<file path="config.mk">
export PLATFORM = sky130hd
export DESIGN_NAME = vga_timing_gen_flat
export DESIGN_NICKNAME = d
export VERILOG_FILES = /design/src/rtl/vga_timing_gen_if.sv /design/src/rtl/vga_timing_gen.sv /design/src/flat_wrapper.sv
export SDC_FILE = /design/constraint.sdc
export NUM_CORES = 1
export LEC_CHECK = 0
export BUFFER_PORTS_ARGS = -buffer_cell sky130_fd_sc_hd__buf_4
export CELL_PAD_IN_SITES_DETAIL_PLACEMENT = 0
export CELL_PAD_IN_SITES_GLOBAL_PLACEMENT = 2
export CORE_ASPECT_RATIO = 0.5
export CORE_MARGIN = 4
export CORE_UTILIZATION = 31
export DETAILED_ROUTE_END_ITERATION = 10
export GPL_TIMING_DRIVEN = 0
export PLACE_DENSITY_LB_ADDON = 0.1
export SYNTH_ARGS = -nofsm -noshare
export SYNTH_HDL_FRONTEND = slang
export SYNTH_SLANG_ARGS = --single-unit
</file>
<file path="constraint.sdc">
create_clock -name clk -period 2.95 [get_ports clk]
set_input_delay 0.59 -clock clk [delete_from_list [all_inputs] [get_ports clk]]
set_output_delay 0.59 -clock clk [all_outputs]
set_load 0.01 [all_outputs]
</file>
<file path="src/rtl/vga_timing_gen_if.sv">
`timescale 1ns/1ps
// Pixel-stream bundle shared by every stage of the video pipeline.
// Carries one beat per pixel clock: raster position, syncs, blanks and colour.
// No flow control: the stream is free-running at the pixel rate.
interface vga_if #(
    parameter int CNT_W = 11
);
    logic [CNT_W-1:0] hcount;
    logic [CNT_W-1:0] vcount;
    logic             hsync;
    logic             vsync;
    logic             hblnk;
    logic             vblnk;
    logic [11:0]      rgb;

    // Producer side of the stream.
    modport out (
        output hcount,
        output vcount,
        output hsync,
        output vsync,
        output hblnk,
        output vblnk,
        output rgb
    );

    // Consumer side of the stream.
    modport in (
        input hcount,
        input vcount,
        input hsync,
        input vsync,
        input hblnk,
        input vblnk,
        input rgb
    );
endinterface

</file>
<file path="src/rtl/vga_timing_gen.sv">
`timescale 1ns/1ps
// VGA raster timing source: free-running h/v counters with registered sync/blank decode.
// Latency: none; counters and all decoded fields update on the same clock edge.
// Backpressure: none; the stream advances one pixel every clock unconditionally.
module vga_timing_gen #(
    parameter int   H_ACTIVE     = 800,
    parameter int   H_SYNC_START = 840,
    parameter int   H_SYNC_END   = 968,
    parameter int   H_TOTAL      = 1056,
    parameter int   V_ACTIVE     = 600,
    parameter int   V_SYNC_START = 601,
    parameter int   V_SYNC_END   = 605,
    parameter int   V_TOTAL      = 628,
    parameter logic HSYNC_POL    = 1'b1,
    parameter logic VSYNC_POL    = 1'b1,
    parameter int   CNT_W        = 11
) (
    input  logic clk,
    input  logic rst,
    vga_if.out   out,
    output logic frame_start,
    output logic line_start
);

    // ------------------------------------------------------------------
    // Elaboration-time legality of the raster geometry
    // ------------------------------------------------------------------
    localparam longint CNT_RANGE = longint'(1) << CNT_W;

    localparam bit H_LEGAL = (H_ACTIVE > 0)                  &&
                             (H_ACTIVE <= H_SYNC_START)      &&
                             (H_SYNC_START < H_SYNC_END)     &&
                             (H_SYNC_END <= H_TOTAL)         &&
                             (longint'(H_TOTAL) <= CNT_RANGE);

    localparam bit V_LEGAL = (V_ACTIVE > 0)                  &&
                             (V_ACTIVE <= V_SYNC_START)      &&
                             (V_SYNC_START < V_SYNC_END)     &&
                             (V_SYNC_END <= V_TOTAL)         &&
                             (longint'(V_TOTAL) <= CNT_RANGE);

    generate
        if (!H_LEGAL) begin : g_bad_h_geometry
            $fatal(1, "vga_timing_gen: illegal horizontal timing parameters");
        end
        if (!V_LEGAL) begin : g_bad_v_geometry
            $fatal(1, "vga_timing_gen: illegal vertical timing parameters");
        end
    endgenerate

    // ------------------------------------------------------------------
    // Constants
    // ------------------------------------------------------------------
    // Window bounds may legally equal 2^CNT_W (e.g. H_SYNC_END == H_TOTAL
    // == 2^CNT_W), which does not fit in CNT_W bits. Compares are therefore
    // done one bit wider so such a bound never truncates to zero.
    typedef logic [CNT_W:0] cmp_t;

    localparam logic [CNT_W-1:0] H_LAST = CNT_W'(H_TOTAL - 1);
    localparam logic [CNT_W-1:0] V_LAST = CNT_W'(V_TOTAL - 1);

    localparam cmp_t H_ACT_X = cmp_t'(H_ACTIVE);
    localparam cmp_t H_SS_X  = cmp_t'(H_SYNC_START);
    localparam cmp_t H_SE_X  = cmp_t'(H_SYNC_END);
    localparam cmp_t V_ACT_X = cmp_t'(V_ACTIVE);
    localparam cmp_t V_SS_X  = cmp_t'(V_SYNC_START);
    localparam cmp_t V_SE_X  = cmp_t'(V_SYNC_END);

    // ------------------------------------------------------------------
    // State
    // ------------------------------------------------------------------
    logic [CNT_W-1:0] h_q;
    logic [CNT_W-1:0] h_d;
    logic [CNT_W-1:0] v_q;
    logic [CNT_W-1:0] v_d;

    logic hsync_q;
    logic hsync_d;
    logic vsync_q;
    logic vsync_d;
    logic hblnk_q;
    logic hblnk_d;
    logic vblnk_q;
    logic vblnk_d;
    logic line_start_q;
    logic line_start_d;
    logic frame_start_q;
    logic frame_start_d;

    cmp_t h_x;
    cmp_t v_x;

    // Next raster position: horizontal wraps every line, vertical steps on that wrap.
    always_comb begin
        h_d = h_q + CNT_W'(1);
        v_d = v_q;
        if (h_q == H_LAST) begin
            h_d = '0;
            if (v_q == V_LAST) begin
                v_d = '0;
            end else begin
                v_d = v_q + CNT_W'(1);
            end
        end
    end

    // Decode the windows from the next position so the registered fields line up with the registered counters.
    always_comb begin
        h_x           = {1'b0, h_d};
        v_x           = {1'b0, v_d};
        hblnk_d       = (h_x >= H_ACT_X);
        vblnk_d       = (v_x >= V_ACT_X);
        hsync_d       = ((h_x >= H_SS_X) && (h_x < H_SE_X)) ? HSYNC_POL : ~HSYNC_POL;
        // v_d only moves together with the h wrap, so vsync can only change on h==0 beats.
        vsync_d       = ((v_x >= V_SS_X) && (v_x < V_SE_X)) ? VSYNC_POL : ~VSYNC_POL;
        line_start_d  = (h_d == '0);
        frame_start_d = (h_d == '0) && (v_d == '0);
    end

    // Register counters and decodes together; reset parks the raster at (0,0) with syncs inactive.
    always_ff @(posedge clk or posedge rst) begin
        if (rst) begin
            h_q           <= '0;
            v_q           <= '0;
            hsync_q       <= ~HSYNC_POL;
            vsync_q       <= ~VSYNC_POL;
            hblnk_q       <= 1'b0;
            vblnk_q       <= 1'b0;
            line_start_q  <= 1'b0;
            frame_start_q <= 1'b0;
        end else begin
            h_q           <= h_d;
            v_q           <= v_d;
            hsync_q       <= hsync_d;
            vsync_q       <= vsync_d;
            hblnk_q       <= hblnk_d;
            vblnk_q       <= vblnk_d;
            line_start_q  <= line_start_d;
            frame_start_q <= frame_start_d;
        end
    end

    // ------------------------------------------------------------------
    // Outputs: every field comes straight from a register of the same edge.
    // Colour is black here; later draw stages overwrite it.
    // ------------------------------------------------------------------
    assign out.hcount  = h_q;
    assign out.vcount  = v_q;
    assign out.hsync   = hsync_q;
    assign out.vsync   = vsync_q;
    assign out.hblnk   = hblnk_q;
    assign out.vblnk   = vblnk_q;
    assign out.rgb     = 12'h000;
    assign line_start  = line_start_q;
    assign frame_start = frame_start_q;

endmodule

</file>
<file path="src/flat_wrapper.sv">
// flat-port wrapper written by rule: the top's interface ports become plain ports
module vga_timing_gen_flat 
#(
    parameter int   H_ACTIVE     = 800,
    parameter int   H_SYNC_START = 840,
    parameter int   H_SYNC_END   = 968,
    parameter int   H_TOTAL      = 1056,
    parameter int   V_ACTIVE     = 600,
    parameter int   V_SYNC_START = 601,
    parameter int   V_SYNC_END   = 605,
    parameter int   V_TOTAL      = 628,
    parameter logic HSYNC_POL    = 1'b1,
    parameter logic VSYNC_POL    = 1'b1,
    parameter int   CNT_W        = 11
)
  (clk, rst, frame_start, line_start, out_hcount, out_vcount, out_hsync, out_vsync, out_hblnk, out_vblnk, out_rgb);
  vga_if #(.CNT_W(CNT_W)) out_i ();
  input  logic clk;
  input  logic rst;
  output logic frame_start;
  output logic line_start;
  output wire logic [$bits(out_i.hcount)-1:0] out_hcount;
  output wire logic [$bits(out_i.vcount)-1:0] out_vcount;
  output wire logic [$bits(out_i.hsync)-1:0] out_hsync;
  output wire logic [$bits(out_i.vsync)-1:0] out_vsync;
  output wire logic [$bits(out_i.hblnk)-1:0] out_hblnk;
  output wire logic [$bits(out_i.vblnk)-1:0] out_vblnk;
  output wire logic [$bits(out_i.rgb)-1:0] out_rgb;
  assign out_hcount = out_i.hcount;
  assign out_vcount = out_i.vcount;
  assign out_hsync = out_i.hsync;
  assign out_vsync = out_i.vsync;
  assign out_hblnk = out_i.hblnk;
  assign out_vblnk = out_i.vblnk;
  assign out_rgb = out_i.rgb;
  vga_timing_gen #(.H_ACTIVE(H_ACTIVE), .H_SYNC_START(H_SYNC_START), .H_SYNC_END(H_SYNC_END), .H_TOTAL(H_TOTAL), .V_ACTIVE(V_ACTIVE), .V_SYNC_START(V_SYNC_START), .V_SYNC_END(V_SYNC_END), .V_TOTAL(V_TOTAL), .HSYNC_POL(HSYNC_POL), .VSYNC_POL(VSYNC_POL), .CNT_W(CNT_W)) u_core (.clk(clk), .rst(rst), .out(out_i), .frame_start(frame_start), .line_start(line_start));
endmodule
</file>
-- After elaboration in Yosys (flattened, before gate mapping)
Index checks and enable logic that the tools add are counted.
- flip-flop bits (word level): 28
- bits of input ports: 2
- output and inout bits: 40
- logic and storage cells: 28
- $add $sub $neg: 2
- $lt $le $gt $ge: 6
- equal/unequal tests: 2
- multiplexer cells: 5
- reduce and logical (&&, ||, !) cells: 5
- operators with widths (kind ; count):
    11-bit by 10-bit greater-or-equal comparator with 1-bit output (second input constant) ; 4
    11-bit two-way mux ; 3
    11-bit by 1-bit adder with 11-bit output (second input constant) ; 2
    11-bit logical NOT ; 2
    11-bit by 10-bit less-than comparator with 1-bit output (second input constant) ; 2
    11-bit by 10-bit equality test with 1-bit output (second input constant) ; 1
    11-bit equality test (second input constant) ; 1
    1-bit logical AND ; 3
    1-bit two-way mux ; 2

-- Depth between registers and ports, before layout
Gate-level depths: netlist of run 1.
- depth in word-level cells: 6
- gate-level depth with buffers: 8
- mapped depth without buffers: 8

-- Least setup slack after synthesis of run 1
No wires, ideal clock.
- kind: register -> register
- from: register u_core.h_q[7] (netlist: u_core.out.hcount[7])
- to: register u_core.vblnk_q (netlist: u_core.out.vblnk)
- setup time: 0.126 ns
- arrival time: 2.597 ns
- data required time: 2.824 ns
- path slack: 0.227 ns
- stages on the path, launching flop included: 8
- buffers on the path: 1
- period minus slack after synthesis: 2.723 ns
- cells stage by stage: dfrtp_1 buf_6 or4b_4 or4_4 o21a_1 nor4_4 o311ai_1 a221o_1
- longest elaborated chain between the ends: 3
- RTL lines (element ; line ; source):
    from (decl) ; vga_timing_gen.sv:72 ; logic [CNT_W-1:0] h_q;
    from (signal assigned) ; vga_timing_gen.sv:123 ; h_q <= '0;
    from (signal assigned) ; vga_timing_gen.sv:132 ; h_q <= h_d;
    11-bit equality test ; vga_timing_gen.sv:97 ; if (h_q == H_LAST) begin
    11-bit two-way mux ; vga_timing_gen.sv:97 ;
    11-bit by 10-bit greater-or-equal comparator with 1-bit output ; vga_timing_gen.sv:112 ; vblnk_d = (v_x >= V_ACT_X);
    net u_core.vblnk_d ; vga_timing_gen.sv:84 ; logic vblnk_d;
    to (signal assigned) ; vga_timing_gen.sv:137 ; vblnk_q <= vblnk_d;
    to (decl) ; vga_timing_gen.sv:83 ; logic vblnk_q;
The timed path passes the listed nets, and every way through them passes these cells.

-- Final worst setup path of run 1
- from: register u_core.h_q[5] (netlist: u_core.out.hcount[5])
- to: register u_core.vblnk_q (netlist: u_core.out.vblnk)
Same word-level chain as after synthesis.

==> key figures, run 1 <==
GRT
  • Vias in the first global route: 1349
  • Grt ovf: 0
  • Total GRT Usage: 13.2%
  • Largest net degree at the start of global routing: 29
  • Initial antenna violation count: 0
  • First-pass GRT wire length: 7170 um

Yosys
  • Sequential cell area fraction in the yosys report: 41.0%
  • EDFF count, synth: 0
  • Post-synth top flop: dfrtp_1
  • Async set or reset register ratio after synthesis: 100%
  • Ys Warns: 0
  • Yosys cell types: 47
  • #FFs+latches synth: 28
  • Syn Std Cell Area: 1710 um2
  • Synth Instances: 186
  • Mean post-synth cell area: 9.18 um2

Setup path
  • Kind of start point of the critical path: flop
  • Crit Path Max Fanout: 9
  • Worst-path cell chain: clkbuf_1 > or2_2 > or4_4 > o21a_1 > nor4_4 > o311ai_1 > a221o_1
  • Worst Setup End Kind: flop
  • WP depth: 7
  • CP max stage delay: 0.58 ns
  • Critical path required time: 3.12 ns
  • CP bufs+invs: 1
  • Crit-path leading delay family: simple AND/OR/NAND/NOR gates
  • Worst R2R Path Depth: 7
  • CP Class: flop to flop
  • CP Data Arrival Time: 3.02 ns
  • Slowest cell on crit path: or4_4

Clocking
  • Clock sink total: 28
  • Hold bufs inserted after CTS: 0
  • CTS tree: yes
  • Clock transition at path regs: 0.11 ns
  • Clk Latency, worst-skew pair: 0.28 ns
  • Clock root cell: clkbuf_8
  • Clock tree buffer depth: 2
  • Htree depth: 1
  • Clock buffer count from CTS: 3

Placement
  • Placed inst area: 2050 um2
  • Port buffer count: 29
  • GPL Wtd Cong: 0.730
  • Place WS: -0.147 ns
  • Post-DP HPWL: 3190 um

Die
  • Ports: 42
  • CORE AREA: 5110 um2
  • Chip width: 113 um
  • Row count: 18
  • Initial Util: 33.4%
  • Die extent in y: 60.5 um
  • Die area: 6830 um2

Timing
  • Clock skew: 0.00348 ns
  • Final min period: 2.85 ns
  • Setup ws final: 0.104 ns
  • Max-slew violations: 0
  • Hold Fails Final Rpt: 0
  • Highest clock rate: 351 MHz
  • Final setup vio count: 0
  • Slew margin rel.: 26.3%
  • Final worst-path cycle share: 96.5%
  • RSZ-0062 raised after global routing: no
  • Worst slew pin tran: 1.10 ns

Status
  • Status: finished clean

Drt
  • TritonRoute pass-1 iters: 4
  • Antenna Nets Post-Route: 0
  • Remaining DRCs: 0
  • Initial drt markers: 55
  • Total Wirelength: 4390 um
  • Drt wl/cell: 14.5 um
  • Vias/cell: 4.80
  • Via count: 1458

Cells and area
  • Post-layout instance area: 2180 um2
  • Share of post-route cells with drive strength above 1: 28.2%
  • Area delta synth->final: 27.9%
  • Final core utilization: 42.7%
  • Ant diodes: 0
  • Nets: 239

Job
  • Max Cap Viol: 0

Power and ir drop
  • Lkg Pwr: 1.04 nW
  • Tot Pwr: 0.662 mW
  • PD cells: 303 nW/um2
  • Peak VDD IR: 0.000148 V

Worst hold path
  • WHS Path Cells: 1
  • Worst min path class: flop to flop
==> synthesized netlist by cell type (2+ instances only) <==
| cell type | number | area [um2] |
|---|---|---|
| nand2b_1 | 3 | 18.8 |
| nor4_1 | 7 | 43.8 |
| buf_4 | 12 | 90.1 |
| or3_1 | 2 | 12.5 |
| nand3_1 | 12 | 60.1 |
| nor2_1 | 10 | 37.5 |
| nand4_1 | 5 | 31.3 |
| dfrtp_1 | 28 | 701 |
| or2_2 | 3 | 18.8 |
| mux2i_1 | 2 | 20.0 |
| o21ai_0 | 8 | 40.0 |
| o31ai_1 | 2 | 15.0 |
| and2_1 | 2 | 12.5 |
| and4_1 | 3 | 26.3 |
| inv_1 | 11 | 41.3 |
| nor4b_1 | 2 | 17.5 |
| nor2b_1 | 2 | 12.5 |
| xor2_1 | 5 | 43.8 |
| ha_1 | 2 | 25.0 |
| xnor2_1 | 7 | 61.3 |
| nor3_1 | 6 | 30.0 |
| nand4bb_1 | 2 | 22.5 |
| o31a_1 | 2 | 17.5 |
| mux2_2 | 2 | 22.5 |
| nand2_1 | 16 | 60.1 |
| clkbuf_1 | 7 | 26.3 |
| a21oi_1 | 3 | 15.0 |
==> flip-flops by register name, indices dropped and copies added, names as in the netlist <==
name	flops
u_core.out.vsync	1
u_core.out.vblnk	1
u_core.out.vcount	11
u_core.out.hsync	1
u_core.line_start	1
u_core.out.hblnk	1
u_core.frame_start	1
u_core.out.hcount	11
==> metrics by stage <==
step / hold slack (ns) / setup TNS (ns) / std cells
6_report: 0.544 / 0 / 304
5_1_grt: 0.590 / 0 / 304
4_1_cts: 0.559 / 0 / 299
3_5_place_dp: 0.536 / -0.261 / 296
3_3_place_gp: 0.532 / -0.388 / 296
2_1_floorplan: 0.542 / 0 / 197
==> final cells by class <==
class                      count  area, um2
buffer                        19        124
timing repair buffer          34        255
sequential                    28        701
inverter                      11       41.3
tap                           70       87.6
multi-input combinational    138        921
clock buffer                   4       55.1
fill                         528       2930
==> worst reg2reg max path, cell delays in order (launching register included) <==
cell	delay, ns
dfrtp_1	0.39
clkbuf_1	0.23
or2_2	0.41
or4_4	0.58
o21a_1	0.25
nor4_4	0.36
o311ai_1	0.16
a221o_1	0.37
==> cell usage in the layout, fill, tap and decap left out, types with 4 or more instances in the layout <==
| master | n |
|---|---|
| inv_1 | 11 |
| nand4_1 | 5 |
| conb_1 | 12 |
| buf_4 | 46 |
| xnor2_1 | 7 |
| clkbuf_8 | 4 |
| xor2_1 | 5 |
| nor4_1 | 6 |
| nor2_1 | 10 |
| nand3_1 | 11 |
| dfrtp_1 | 28 |
| nand2_1 | 16 |
| clkbuf_1 | 6 |
| nor3_1 | 5 |
| o21ai_0 | 8 |
==> worst paths after layout <==
path                                               to             startpoint  slack (ns)
worst max-delay path                 u_core.out.vblnk   u_core.out.hcount[5]        0.10
min in group asynchronous           u_core.line_start                    rst        0.58
worst min register to register  u_core.out.vcount[10]  u_core.out.vcount[10]        0.54
max in group asynchronous        u_core.out.vcount[7]                    rst        1.71
worst max register to register       u_core.out.vblnk   u_core.out.hcount[5]        0.10
worst min-delay path            u_core.out.vcount[10]  u_core.out.vcount[10]        0.54
==> repair_timing <==
| item | CTS | global route |
|---|---|---|
| endpoints found under the setup margin | 3 | 3 |
| buffers inserted | 0 | 5 |
| pin swaps | 0 | 2 |
| resized for setup | 2 | 6 |
==> kinds of logic (layout without fill, tap and decap cells) <==
logic type      Yosys count  after routing  synth area share, %
other cells               1             12                0.220
mux                       4              4                 2.49
fa+ha+maj                 2              2                 1.46
xor+xnor                 12             12                 6.15
compound gates           26             26                 10.5
simple gates             82             82                 28.3
buf+inv                  31             68                 9.89
flops                    28             28                 41.0
==> routing by layer <==
| metal | vias up | routed length, um | GRT usage, % |
|---|---|---|---|
| met5 | - | 0 | 0 |
| met4 | 0 | 27 | 2.57 |
| met3 | 2 | 211 | 3.19 |
| met2 | 32 | 1920 | 20.4 |
| met1 | 685 | 2240 | 19.2 |
| li1 | 739 | - | - |
==> power breakdown <==
group	switching, mW	internal [mW]
sequential	0	0.384
combinational	0.0167	0.0111
clock	0.131	0.120
total	0.148	0.514
Note: power is estimated with default switching activity, not from simulation.
==> inputs of run 2 (changes only) <==
==> constraint.sdc (replaced) <==
create_clock -name clk -period 2.95 [get_ports clk]
set_input_delay 0.59 -clock clk [delete_from_list [all_inputs] [get_ports clk]]
set_output_delay 0.59 -clock clk [all_outputs]
set_load 0.1 [all_outputs]
==> key figures, run 2 (same netlist as run 1, synthesis figures left out) <==
Clocking
  • Clock transition at path regs: 0.10 ns (was 0.11 ns)
  • Htree depth: 1 (unchanged)
  • Post-CTS setup buffers: 0 (unchanged)
  • Clk Latency, worst-skew pair: 0.28 ns (about the same)
  • Clock sink total: 28 (unchanged)
  • CTS tree: yes (unchanged)
  • Clock tree buffer depth: 2 (unchanged)
  • Clock root cell: clkbuf_8 (unchanged)
  • Clock buffer count from CTS: 3 (unchanged)

GRT
  • First-pass GRT wire length: 7330 um (was 7170 um)
  • Grt ovf: 0 (unchanged)
  • Largest net degree at the start of global routing: 29 (unchanged)
  • Vias in the first global route: 1477 (was 1349)
  • Initial antenna violation count: 0 (unchanged)
  • Total GRT Usage: 13.5% (was 13.2%)

Power and ir drop
  • Peak VDD IR: 0.000199 V (was 0.000148 V)
  • Int Power: 0.515 mW (was 0.514 mW)
  • Clock power frac: 34.4% (was 37.9%)
  • NetSw: 0.204 mW (was 0.148 mW)
  • Comb power frac: 12.3% (was 4.2%)
  • Sw frac: 28.4% (was 22.3%)
  • Flop pwr share: 53.3% (was 57.9%)
  • Tot Pwr: 0.719 mW (was 0.662 mW)
  • PD cells: 333 nW/um2 (was 303 nW/um2)
  • Lkg Pwr: 1.00 nW (was 1.04 nW)

Drt
  • Antenna Nets Post-Route: 0 (unchanged)
  • Drt wl/cell: 14.5 um (about the same)
  • Vias/cell: 5.01 (was 4.80)
  • Initial drt markers: 36 (was 55)
  • Total Wirelength: 4330 um (was 4390 um)
  • TritonRoute pass-1 iters: 4 (unchanged)
  • Remaining DRCs: 0 (unchanged)
  • Via count: 1497 (was 1458)

Die
  • CORE AREA: 5110 um2 (unchanged)
  • Ports: 42 (unchanged)
  • Die area: 6830 um2 (unchanged)
  • Row count: 18 (unchanged)
  • Initial Util: 33.4% (unchanged)
  • Chip width: 113 um (unchanged)
  • Die extent in y: 60.5 um (unchanged)

Job
  • Max Cap Viol: 0 (unchanged)

Timing
  • Slew margin rel.: 25.9% (was 26.3%)
  • Hold Fails Final Rpt: 0 (unchanged)
  • Final setup vio count: 0 (unchanged)
  • Max-slew violations: 0 (unchanged)
  • Highest clock rate: 346 MHz (was 351 MHz)
  • Clock skew: 0.00308 ns (was 0.00348 ns)
  • Worst slew pin tran: 1.11 ns (was 1.10 ns)
  • Setup ws final: 0.0627 ns (was 0.104 ns)
  • RSZ-0062 raised after global routing: yes (was no)
  • Final min period: 2.89 ns (was 2.85 ns)
  • Final worst-path cycle share: 97.9% (was 96.5%)

Setup path
  • Kind of start point of the critical path: flop (unchanged)
  • Critical path required time: 3.16 ns (was 3.12 ns)
  • Worst R2R Path Depth: 7 (unchanged)
  • Crit path from: u_core.out.hcount[7] (was u_core.out.hcount[5])
  • CP Class: flop to flop (unchanged)
  • RR Startpoint: u_core.out.hcount[7] (was u_core.out.hcount[5])
  • Crit Path Max Fanout: 8 (was 9)
  • Crit path to: u_core.out.vsync (was u_core.out.vblnk)
  • R2R Setup Slk: 0.06 ns (was 0.10 ns)
  • Worst Setup End Kind: flop (unchanged)
  • CP Data Arrival Time: 3.09 ns (was 3.02 ns)
  • Worst reg2reg endpoint: u_core.out.vsync (was u_core.out.vblnk)

Cells and area
  • Area delta synth->final: 26.6% (was 27.9%)
  • Most common cell after layout, fill and taps aside: buf_4 (unchanged)
  • Area of the multi-input gates: 918 um2 (was 921 um2)
  • Commonest cells after routing, fill and taps aside: buf_4 (41), nand2_1 (16), dfrtp_1 (16) (was buf_4 (46), dfrtp_1 (28), nand2_1 (16))
  • Post-layout instance area: 2160 um2 (was 2180 um2)
  • Fillers: 512 (was 528)
  • FF/Latch Area: 718 um2 (was 701 um2)
  • Nets: 234 (was 239)
  • Ant diodes: 0 (unchanged)
  • Share of post-route cells with drive strength above 1: 31.9% (was 28.2%)

Placement
  • Port buffer count: 29 (unchanged)
  • GPL Wtd Cong: 0.752 (was 0.730)
  • Placed inst area: 2080 um2 (was 2050 um2)
  • Post-DP HPWL: 3220 um (was 3190 um)
  • Place WS: -0.150 ns (was -0.147 ns)

Status
  • Status: finished clean (unchanged)

Worst hold path
  • Worst min path class: flop to flop (unchanged)
run 2: power groups by stage:
stage / registers [mW] / clock network (mW) / logic, mW
6_report: 0.383 / 0.248 / 0.0882
5_1_grt: 0.384 / 0.281 / 0.0925
4_1_cts: 0.384 / 0.266 / 0.0882
3_5_place_dp: 0.391 / 0 / 0.0881
3_3_place_gp: 0.391 / 0 / 0.0875
2_1_floorplan: 0.391 / 0 / 0.0841
run 2: through the flow:
step                std cells  setup TNS, ns  hold slack (ns)  util [%]
floorplan                 197              0            0.655         -
global placement          296         -0.169            0.510      40.7
detailed placement        296         -0.158            0.512      40.7
CTS                       300              0            0.525      42.2
global route              299        -0.0258            0.568      42.3
finish                    299              0            0.520      42.3
run 2: area by class of cell:
cell class              instances  area share (%)
multi-input cells             138            42.5
flip-flops and latches         28            33.2
repair buffers                 29            10.1
plain buffers                  19            5.73
well taps                      70            4.05
clock buffers                   4            2.55
inverters                      11            1.91
run 2: metal layers:
metal / wire [um] / GRT usage [%]
met1: 2110 / 18.9
met2: 1960 / 22.2
met3: 241 / 3.59
met4: 13 / 1.37
met5: 0 / 0
run 2: worst min-delay path by stage:
stage	from	endpoint	slack, ns	cells past startpoint
floorplan	rst	u_core.frame_start	0.65	1
detailed placement	u_core.out.hcount[0]	u_core.out.hcount[0]	0.51	1
global route	u_core.out.hcount[0]	u_core.out.hcount[0]	0.57	1
CTS	u_core.out.hcount[0]	u_core.out.hcount[0]	0.52	1
global placement	u_core.out.hcount[0]	u_core.out.hcount[0]	0.51	1
finish	u_core.out.hcount[0]	u_core.out.hcount[0]	0.52	1
run 2: repair_timing:
item | CTS | global route
setup endpoints to repair | 3 | 3
hold buffers | 0 | 0
gates resized for setup | 4 | 3
run 2: critical path, cell delays in order (launching register included):
cell,delay (ns)
dfrtp_4,0.49
buf_6,0.14
or4b_4,0.58
or4_4,0.60
nor4_1,0.35
o21ai_0,0.16
nor4b_2,0.29
nor3b_2,0.21
